**src/rtl/alu_multicycle.sv**
```systemverilog
// Registered ALU with start/valid handshake: single-cycle logic/arith/shift/compare ops
// and an iterative shift-add multiply that holds busy_o while it runs.
module alu_multicycle #(
    parameter int WIDTH = 32,
    parameter int SHW   = $clog2(WIDTH)
) (
    input  logic             clk_i,
    input  logic             rst_i,
    input  logic             start_i,
    input  logic [WIDTH-1:0] src1_i,
    input  logic [WIDTH-1:0] src2_i,
    input  logic [3:0]       ctrl_i,
    output logic             busy_o,
    output logic             valid_o,
    output logic [WIDTH-1:0] result_o,
    output logic             zero_o,
    output logic             overflow_o
);

    localparam logic [3:0] OP_AND  = 4'd0;
    localparam logic [3:0] OP_OR   = 4'd1;
    localparam logic [3:0] OP_ADD  = 4'd2;
    localparam logic [3:0] OP_SLL  = 4'd3;
    localparam logic [3:0] OP_SRL  = 4'd4;
    localparam logic [3:0] OP_SRA  = 4'd5;
    localparam logic [3:0] OP_SUB  = 4'd6;
    localparam logic [3:0] OP_SLT  = 4'd7;
    localparam logic [3:0] OP_MUL  = 4'd8;
    localparam logic [3:0] OP_NOR  = 4'd12;
    localparam logic [3:0] OP_SLTU = 4'd13;

    localparam int              MSB  = WIDTH - 1;
    localparam logic [SHW-1:0]  LAST = SHW'(WIDTH - 1);

    typedef enum logic [0:0] {S_IDLE, S_MUL} state_t;

    state_t state, state_next;

    logic             op_done;
    logic             mul_load;
    logic             mul_done;

    logic [WIDTH-1:0] alu_result;
    logic             alu_ovf;
    logic [WIDTH-1:0] sum;
    logic [WIDTH-1:0] diff;
    logic [SHW-1:0]   shamt;

    logic [WIDTH-1:0] mcand;
    logic [WIDTH-1:0] mplier;
    logic [WIDTH-1:0] acc;
    logic [WIDTH-1:0] acc_next;
    logic [SHW-1:0]   count;

    assign sum    = src1_i + src2_i;
    assign diff   = src1_i - src2_i;
    assign shamt  = src2_i[SHW-1:0];
    assign busy_o = (state == S_MUL);

    // NOTE: every signal driven here gets a default first so no path leaves it unassigned (no latch).
    always_comb begin
        alu_result = '0;
        alu_ovf    = 1'b0;
        unique case (ctrl_i)
            OP_AND:  alu_result = src1_i & src2_i;
            OP_OR:   alu_result = src1_i | src2_i;
            OP_NOR:  alu_result = ~(src1_i | src2_i);
            OP_ADD: begin
                alu_result = sum;
                alu_ovf    = (src1_i[MSB] == src2_i[MSB]) && (sum[MSB] != src1_i[MSB]);
            end
            OP_SUB: begin
                alu_result = diff;
                alu_ovf    = (src1_i[MSB] != src2_i[MSB]) && (diff[MSB] != src1_i[MSB]);
            end
            OP_SLT:  alu_result = {{(WIDTH-1){1'b0}}, ($signed(src1_i) < $signed(src2_i))};
            OP_SLTU: alu_result = {{(WIDTH-1){1'b0}}, (src1_i < src2_i)};
            OP_SLL:  alu_result = src1_i << shamt;
            OP_SRL:  alu_result = src1_i >> shamt;
            OP_SRA:  alu_result = $unsigned($signed(src1_i) >>> shamt);
            default: alu_result = '0;
        endcase
    end

    always_comb begin
        state_next = state;
        op_done    = 1'b0;
        mul_load   = 1'b0;
        mul_done   = 1'b0;
        unique case (state)
            S_IDLE: begin
                if (start_i) begin
                    if (ctrl_i == OP_MUL) begin
                        mul_load   = 1'b1;
                        state_next = S_MUL;
                    end else begin
                        op_done = 1'b1;
                    end
                end
            end
            S_MUL: begin
                if (count == LAST) begin
                    mul_done   = 1'b1;
                    state_next = S_IDLE;
                end
            end
            default: state_next = S_IDLE;
        endcase
    end

    // The final iteration's partial product is folded in here so the result is ready on the last busy edge.
    assign acc_next = acc + (mplier[0] ? mcand : '0);

    // NOTE: state is updated with non-blocking assignments so every register samples pre-edge values.
    always_ff @(posedge clk_i) begin
        if (rst_i) begin
            state <= S_IDLE;
        end else begin
            state <= state_next;
        end
    end

    always_ff @(posedge clk_i) begin
        if (rst_i) begin
            valid_o    <= 1'b0;
            result_o   <= '0;
            zero_o     <= 1'b1;
            overflow_o <= 1'b0;
            mcand      <= '0;
            mplier     <= '0;
            acc        <= '0;
            count      <= '0;
        end else begin
            valid_o <= op_done | mul_done;
            if (op_done) begin
                result_o   <= alu_result;
                zero_o     <= (alu_result == '0);
                overflow_o <= alu_ovf;
            end
            if (mul_load) begin
                mcand  <= src1_i;
                mplier <= src2_i;
                acc    <= '0;
                count  <= '0;
            end else if (state == S_MUL) begin
                acc    <= acc_next;
                mcand  <= mcand << 1;
                mplier <= mplier >> 1;
                count  <= count + 1'b1;
            end
            if (mul_done) begin
                result_o   <= acc_next;
                zero_o     <= (acc_next == '0);
                overflow_o <= 1'b0;
            end
        end
    end

endmodule

```
**config.mk**
```make
export PLATFORM = sky130hd
export DESIGN_NAME = alu_multicycle
export DESIGN_NICKNAME = d
export VERILOG_FILES = /design/src/rtl/alu_multicycle.sv
export SDC_FILE = /design/constraint.sdc
export NUM_CORES = 1
export LEC_CHECK = 0
export ABC_AREA = 1
export CELL_PAD_IN_SITES_DETAIL_PLACEMENT = 0
export CELL_PAD_IN_SITES_GLOBAL_PLACEMENT = 1
export CORE_MARGIN = 2
export CORE_UTILIZATION = 45
export CTS_CLUSTER_SIZE = 12
export DETAILED_ROUTE_END_ITERATION = 8
export PLACE_DENSITY = 0.86
export SLEW_MARGIN = 20
export SYNTH_ARGS = -nofsm -noshare
export SYNTH_HDL_FRONTEND = slang
export SYNTH_SLANG_ARGS = --single-unit
```
**constraint.sdc**
```tcl
create_clock -name clk_i -period 4.9 [get_ports clk_i]
set_clock_uncertainty 0.05 [all_clocks]
set_input_delay 0.49 -clock clk_i [delete_from_list [all_inputs] [get_ports clk_i]]
set_output_delay 0.49 -clock clk_i [all_outputs]
set_load 0.01 [all_outputs]
```
* Yosys cells after proc, flatten, opt, wreduce, memory -nomap -nowiden *
Index checks and enable logic that the tools add are counted.

storage, ports and cells
  register bits = 137
  word-level logic and storage cells = 68
  output and inout bits = 36

operators by class
  equal/unequal tests = 15
  mux-type cells = 21
  add/sub/neg operators = 4
  bitwise gates (word level) = 5
  reduce and logical (&&, ||, !) cells = 9
  shift-type cells = 3
  order comparisons = 2

operators with widths
  kind                   count
  $pmux W32 S10          1
  $mux W32               7
  $add A32 B32 Y32       2
  $logic_not A32 Y1      2
  $lt A32 B32 Y1         2
  $and A32 B32 Y32       1
  $not A32 Y32           1
  $or A32 B32 Y32        1
  $shl A32 B5 Y32        1
  $shr A32 B5 Y32        1
  $sshr A32 B5 Y32       1
  $sub A32 B32 Y32       1
  $eq A4 B3 Y1 const B   4
  $eq A4 B4 Y1 const B   3
  $mux W1                11
  $eq A4 B2 Y1 const B   2
  $add A5 B1 Y5 const B  1
  $eq A5 B5 Y1 const B   1
  $eq A4 B1 Y1 const B   1
  $logic_not A4 Y1       1
  $pmux W1 S2            2
  $reduce_bool A2 Y1     2
  $reduce_or A2 Y1       2
  $ne A1 B1 Y1           3
  other kinds (4)        5

* Depth between registers and ports, before layout *
  depth in word-level cells = 6
  depth in mapped cells = 28

* Least setup slack after synthesis *
Ideal clock, no wire load.

  path type = input port to flip-flop
  from = in src2_i[4]
  to = reg zero_o
  path buffers = 3
  setup slack = 1835 ps
  setup time = 58 ps
  arrival time = 2957 ps
  stages on the path = 23
  path through = buf_2 clkinv_1 clkbuf_1 ha_1 buf_4 nor2_1 nand2_1 nand3b_1 nand2_1 nand2_1 nand2_1 nand2_1 a21oi_1 nor2_1 nor2_1 nand2_1 nor2_1 nand2_1 nor2_1 nand2_1 nand2_1 nand2_1 nand2_1

between the ends
  longest elaborated chain between the ends = 6

RTL lines
  element                                                                   RTL line  text
  from (decl)                                                               11        input logic [WIDTH-1:0] src2_i,
  parallel branches: the longest is 2 deep, another holds $sub A32 B32 Y32  -
  $pmux W32 S10 *                                                           64        unique case (ctrl_i)
  $logic_not A32 Y1 *                                                       137       zero_o <= (alu_result == '0);
  $mux W1 *                                                                 135       if (op_done) begin
  $mux W1 *                                                                 151       if (mul_done) begin
  to (signal assigned)                                                      137
  to (signal assigned)                                                      153       zero_o <= (acc_next == '0);
  to (decl)                                                                 16        output logic zero_o,

Mark *: on every way between the ends. The select of a mux whose other input is x is not followed.
A chain may end at the register's enable or synchronous reset.

* Worst setup path in the final report *
  from = in src1_i[23]
  to = reg zero_o

between the ends
  longest elaborated chain between the ends = 6

RTL lines
  element                                                                   RTL line  text
  from (decl)                                                               10        input logic [WIDTH-1:0] src1_i,
  parallel branches: the longest is 2 deep, another holds $sub A32 B32 Y32  -
  $pmux W32 S10 *                                                           64
  $logic_not A32 Y1 *                                                       137
  $mux W1 *                                                                 135
  $mux W1 *                                                                 151

Marks and branches as above.

==> Implementation_results.wiki <==
{| class="wikitable"
! Metric !! Value
|-
| Outcome || finished, final reports clean
|-
| Number of maximum-capacitance constraint violations || 0
|-
| Routed wire length on met2 || slightly above 40 mm
|-
| Hold Vio Cnt, Final || 0
|-
| Post-detailed-route count of antenna-violating nets || 0
|-
| EDFF count, synth || 0
|-
| TritonCTS clock tree || done
|-
| Combined global-route utilization of all metal layers || 42.1%
|-
| YS warnings || 0
|-
| Largest net degree at the start of global routing || 74
|-
| Number of antenna violations at the first check in global routing || 5
|-
| Resized Gates After CTS || 0
|-
| Num Clock Sinks || roughly 140
|-
| Synthesized instance count || 3416
|-
| DR top layer || met5
|-
| Average via count per standard cell || 5.86
|-
| FMAX || ~250 MHz
|-
| Area growth from synthesis to layout || 10.8%
|-
| Residual DRC || 0
|-
| P per Cell Area || 203 nW/um^2
|-
| Htree depth || 4
|-
| Max VDD drop || around 0.00024 V
|-
| Final Setup Violations || 0
|-
| Final critical delay including setup and external delays || 3.93 ns
|-
| Net count reported at finish || between 3k and 4k
|-
| Unrepaired setup endpoints after global routing || false
|-
| Proportion of netlist area held by the largest area contributor || around a quarter
|-
| Final max-slew violation count || 0
|-
| Final worst path period share || between 80% and 90%
|-
| Vias in the first global route || approximately 21k
|-
| Chip height || between 200 and 250 um
|-
| Number of distinct library cells after synthesis || 48
|-
| Type of element launching the critical path || input port
|-
| Number of DRC violations after detailed-routing iteration 0 || between 2k and 3k
|-
| Worst setup slack for register-to-register paths || ~1.2 ns
|-
| Primary FF master, synth || dfxtp_1
|-
| Aggregate negative setup slack || 0 ns
|-
| Worst rel slew slack || between 30% and 40%
|-
| Area of the placeable core || ~40000 sq um
|-
| Number of primary I/O pins || between 100 and 150
|-
| Routed wl met3 || ~8 mm
|-
| Maximum fanout along the worst path || 9
|-
| Weighted congestion at the end of routability-driven global placement || roughly 1.1
|-
| First-pass GRT wire length || around 130 mm
|-
| DPL Wire Length || about 73 mm
|-
| Number of buffers added for setup after CTS || 0
|-
| Most common cell in the netlist || nand2_1
|-
| Leakage power summed over all cells || 11.0 nW
|-
| First drt pass iteration count || 6
|-
| Number of hold buffers added after cts || 0
|-
| Post-Syn Area || between 15000 and 20000 sq um
|-
| Yosys reg bits || between 100 and 150
|-
| Number of rows in the core area || 74
|-
| Placed insts || roughly 4.0k
|-
| Clock latency of the later-clocked register in the worst-skew pair || roughly 0.46 ns
|-
| Vias || 23.4k
|-
| Average cell area after synthesis || 5.39 sq um
|-
| Data required time of the worst path || 5.24 ns
|-
| Sum of overflow across all layers after global routing || 0
|-
| Min-delay worst type || reg -> reg
|-
| Share of synthesized area occupied by flip-flops and latches || between 10% and 20%
|-
| Num CTS Buffers || 17
|-
| Post-Layout Cell Count || around 4k
|-
| Root Driver || clkbuf_16
|-
| Proportion of register bits with asynchronous set or reset after synthesis || 0%
|-
| Total routed wirelength || approximately 90 mm
|-
| Routed metal-1 wirelength || ~36 mm
|-
| Type of destination of the critical path || register
|-
| Worst Setup Slack, final || slightly below 1 ns
|-
| Die footprint || about 43000 sq um
|-
| Starting density of the core || a little under half
|-
| Syn nets || ~3.6k
|-
| CTS clock-pin slew for the worst setup and hold paths || approximately 0.060 ns
|-
| Cells taking the most area after synthesis || nand2_1 (23%), dfxtp_1 (15%), nand3_1 (14%)
|-
| Maximum root-to-sink buffer count || 2
|-
| Die span in x || between 200 and 250 um
|-
| Critical Path AT || between 4 and 5 ns
|-
| Port Buffers || 106
|-
| Proportion of layout cells with a drive suffix above 1 || approximately 4.5%
|-
| Critical setup path kind || in -> reg
|-
| Tightest Pin Transition || slightly above 0.9 ns
|-
| Worst setup timing slack at the placement stage || 0.628 ns
|-
| Post-DR wirelength/cell || 22.7 um
|-
| Library cell occupying the most area in the post-synthesis netlist || nand2_1
|-
| Most frequent cells after synthesis || nand2_1 (1152), nand3_1 (532), inv_1 (484)
|}
-- per-stage QoR --
stage	hold slack (ns)	util (%)	cell area [sq um]	power, mW
floorplan	0.391	-	18400	2.11
global placement	0.400	48.6	19700	2.65
detailed placement	0.405	48.6	19700	2.66
CTS	0.416	50.2	20400	4.09
global route	0.433	50.2	20400	4.31
finish	0.416	50.2	20400	4.15
-- registers in the layout, summed over array words and instances (netlist names) --
register    count
acc            32
mcand          32
mplier         32
result_o       32
count           5
busy_o          1
overflow_o      1
valid_o         1
zero_o          1
-- power by group --
group | internal (mW) | switching, mW | total, mW
clock network | 0.879 | 0.571 | 1.45
registers | 1.15 | 0.0279 | 1.17
logic | 0.449 | 1.08 | 1.53
-- cell usage in the layout, fill, tap and decap left out, types with 6 or more instances in the layout --
cell and count:
xnor2_1 7, nor2_2 12, o221ai_1 25, o211ai_1 48, nor4_1 6, buf_4 52
nor2_1 288, nand3_2 6, clkbuf_16 18, o21ai_0 95, inv_2 17, nand4_1 35
o21ai_1 6, nand3b_1 15, nand2_1 1152, a21oi_1 137, xor2_1 10, nand2_2 18
dfxtp_1 136, o22ai_1 15, inv_1 484, nand3_1 532, o21bai_1 18, ha_1 133
clkdlybuf4s50_1 103, nor3_1 23
-- cell type report --
| class | count | area, sq um |
|---|---|---|
| Antenna cell | 4 | 10.0 |
| Fill cell | 4425 | 20200 |
| Clock inverter | 11 | 156 |
| Clock buffer | 21 | 492 |
| Multi-Input combinational cell | 2625 | 13000 |
| Sequential cell | 137 | 2750 |
| Inverter | 505 | 1900 |
| Timing Repair Buffer | 158 | 1440 |
| Tap cell | 532 | 666 |
-- final timing paths --
path,start,depth (start not counted),endpoint
hold reg to reg,result_o[11],2,result_o[11]
setup reg to reg,mplier[0],17,zero_o
setup / recovery,src1_i[23],21,zero_o
hold / removal,result_o[11],2,result_o[11]
-- critical path: stages --
cell and delay [ns]:
clkdlybuf4s50_1 0.73, inv_1 0.09, ha_1 0.58, inv_2 0.13, a21oi_1 0.19, inv_1 0.08
a21oi_1 0.17, nand2_1 0.13, a21oi_1 0.35, nand3_1 0.12, nand2_1 0.13, nor2_1 0.05
nor2_1 0.29, nand2_1 0.19, nor2_1 0.12, nand2_1 0.05, nor2_1 0.11, nand2_1 0.07
nand2_1 0.06, nand2_1 0.05, nand2_1 0.07
-- cells by family (layout without fill, tap and decap cells) --
family,after synthesis,after routing,share of synthesized area [%]
buffers and inverters,654,695,14.5
AOI/OAI and AO/OA,367,367,11.8
and+or+nand+nor,2105,2105,48.6
adders and majority gates,136,136,9.37
other,0,4,0
xor gates and xnor gates,17,17,0.809
DFF,137,137,14.9
-- layer usage --
metal	up-vias	GRT usage (%)
met2	1292	69.3
met1	10800	51.7
met3	302	7.54
met4	2	23.8
li1	11000	-
met5	-	0
Power figures use the tool's default switching activity.
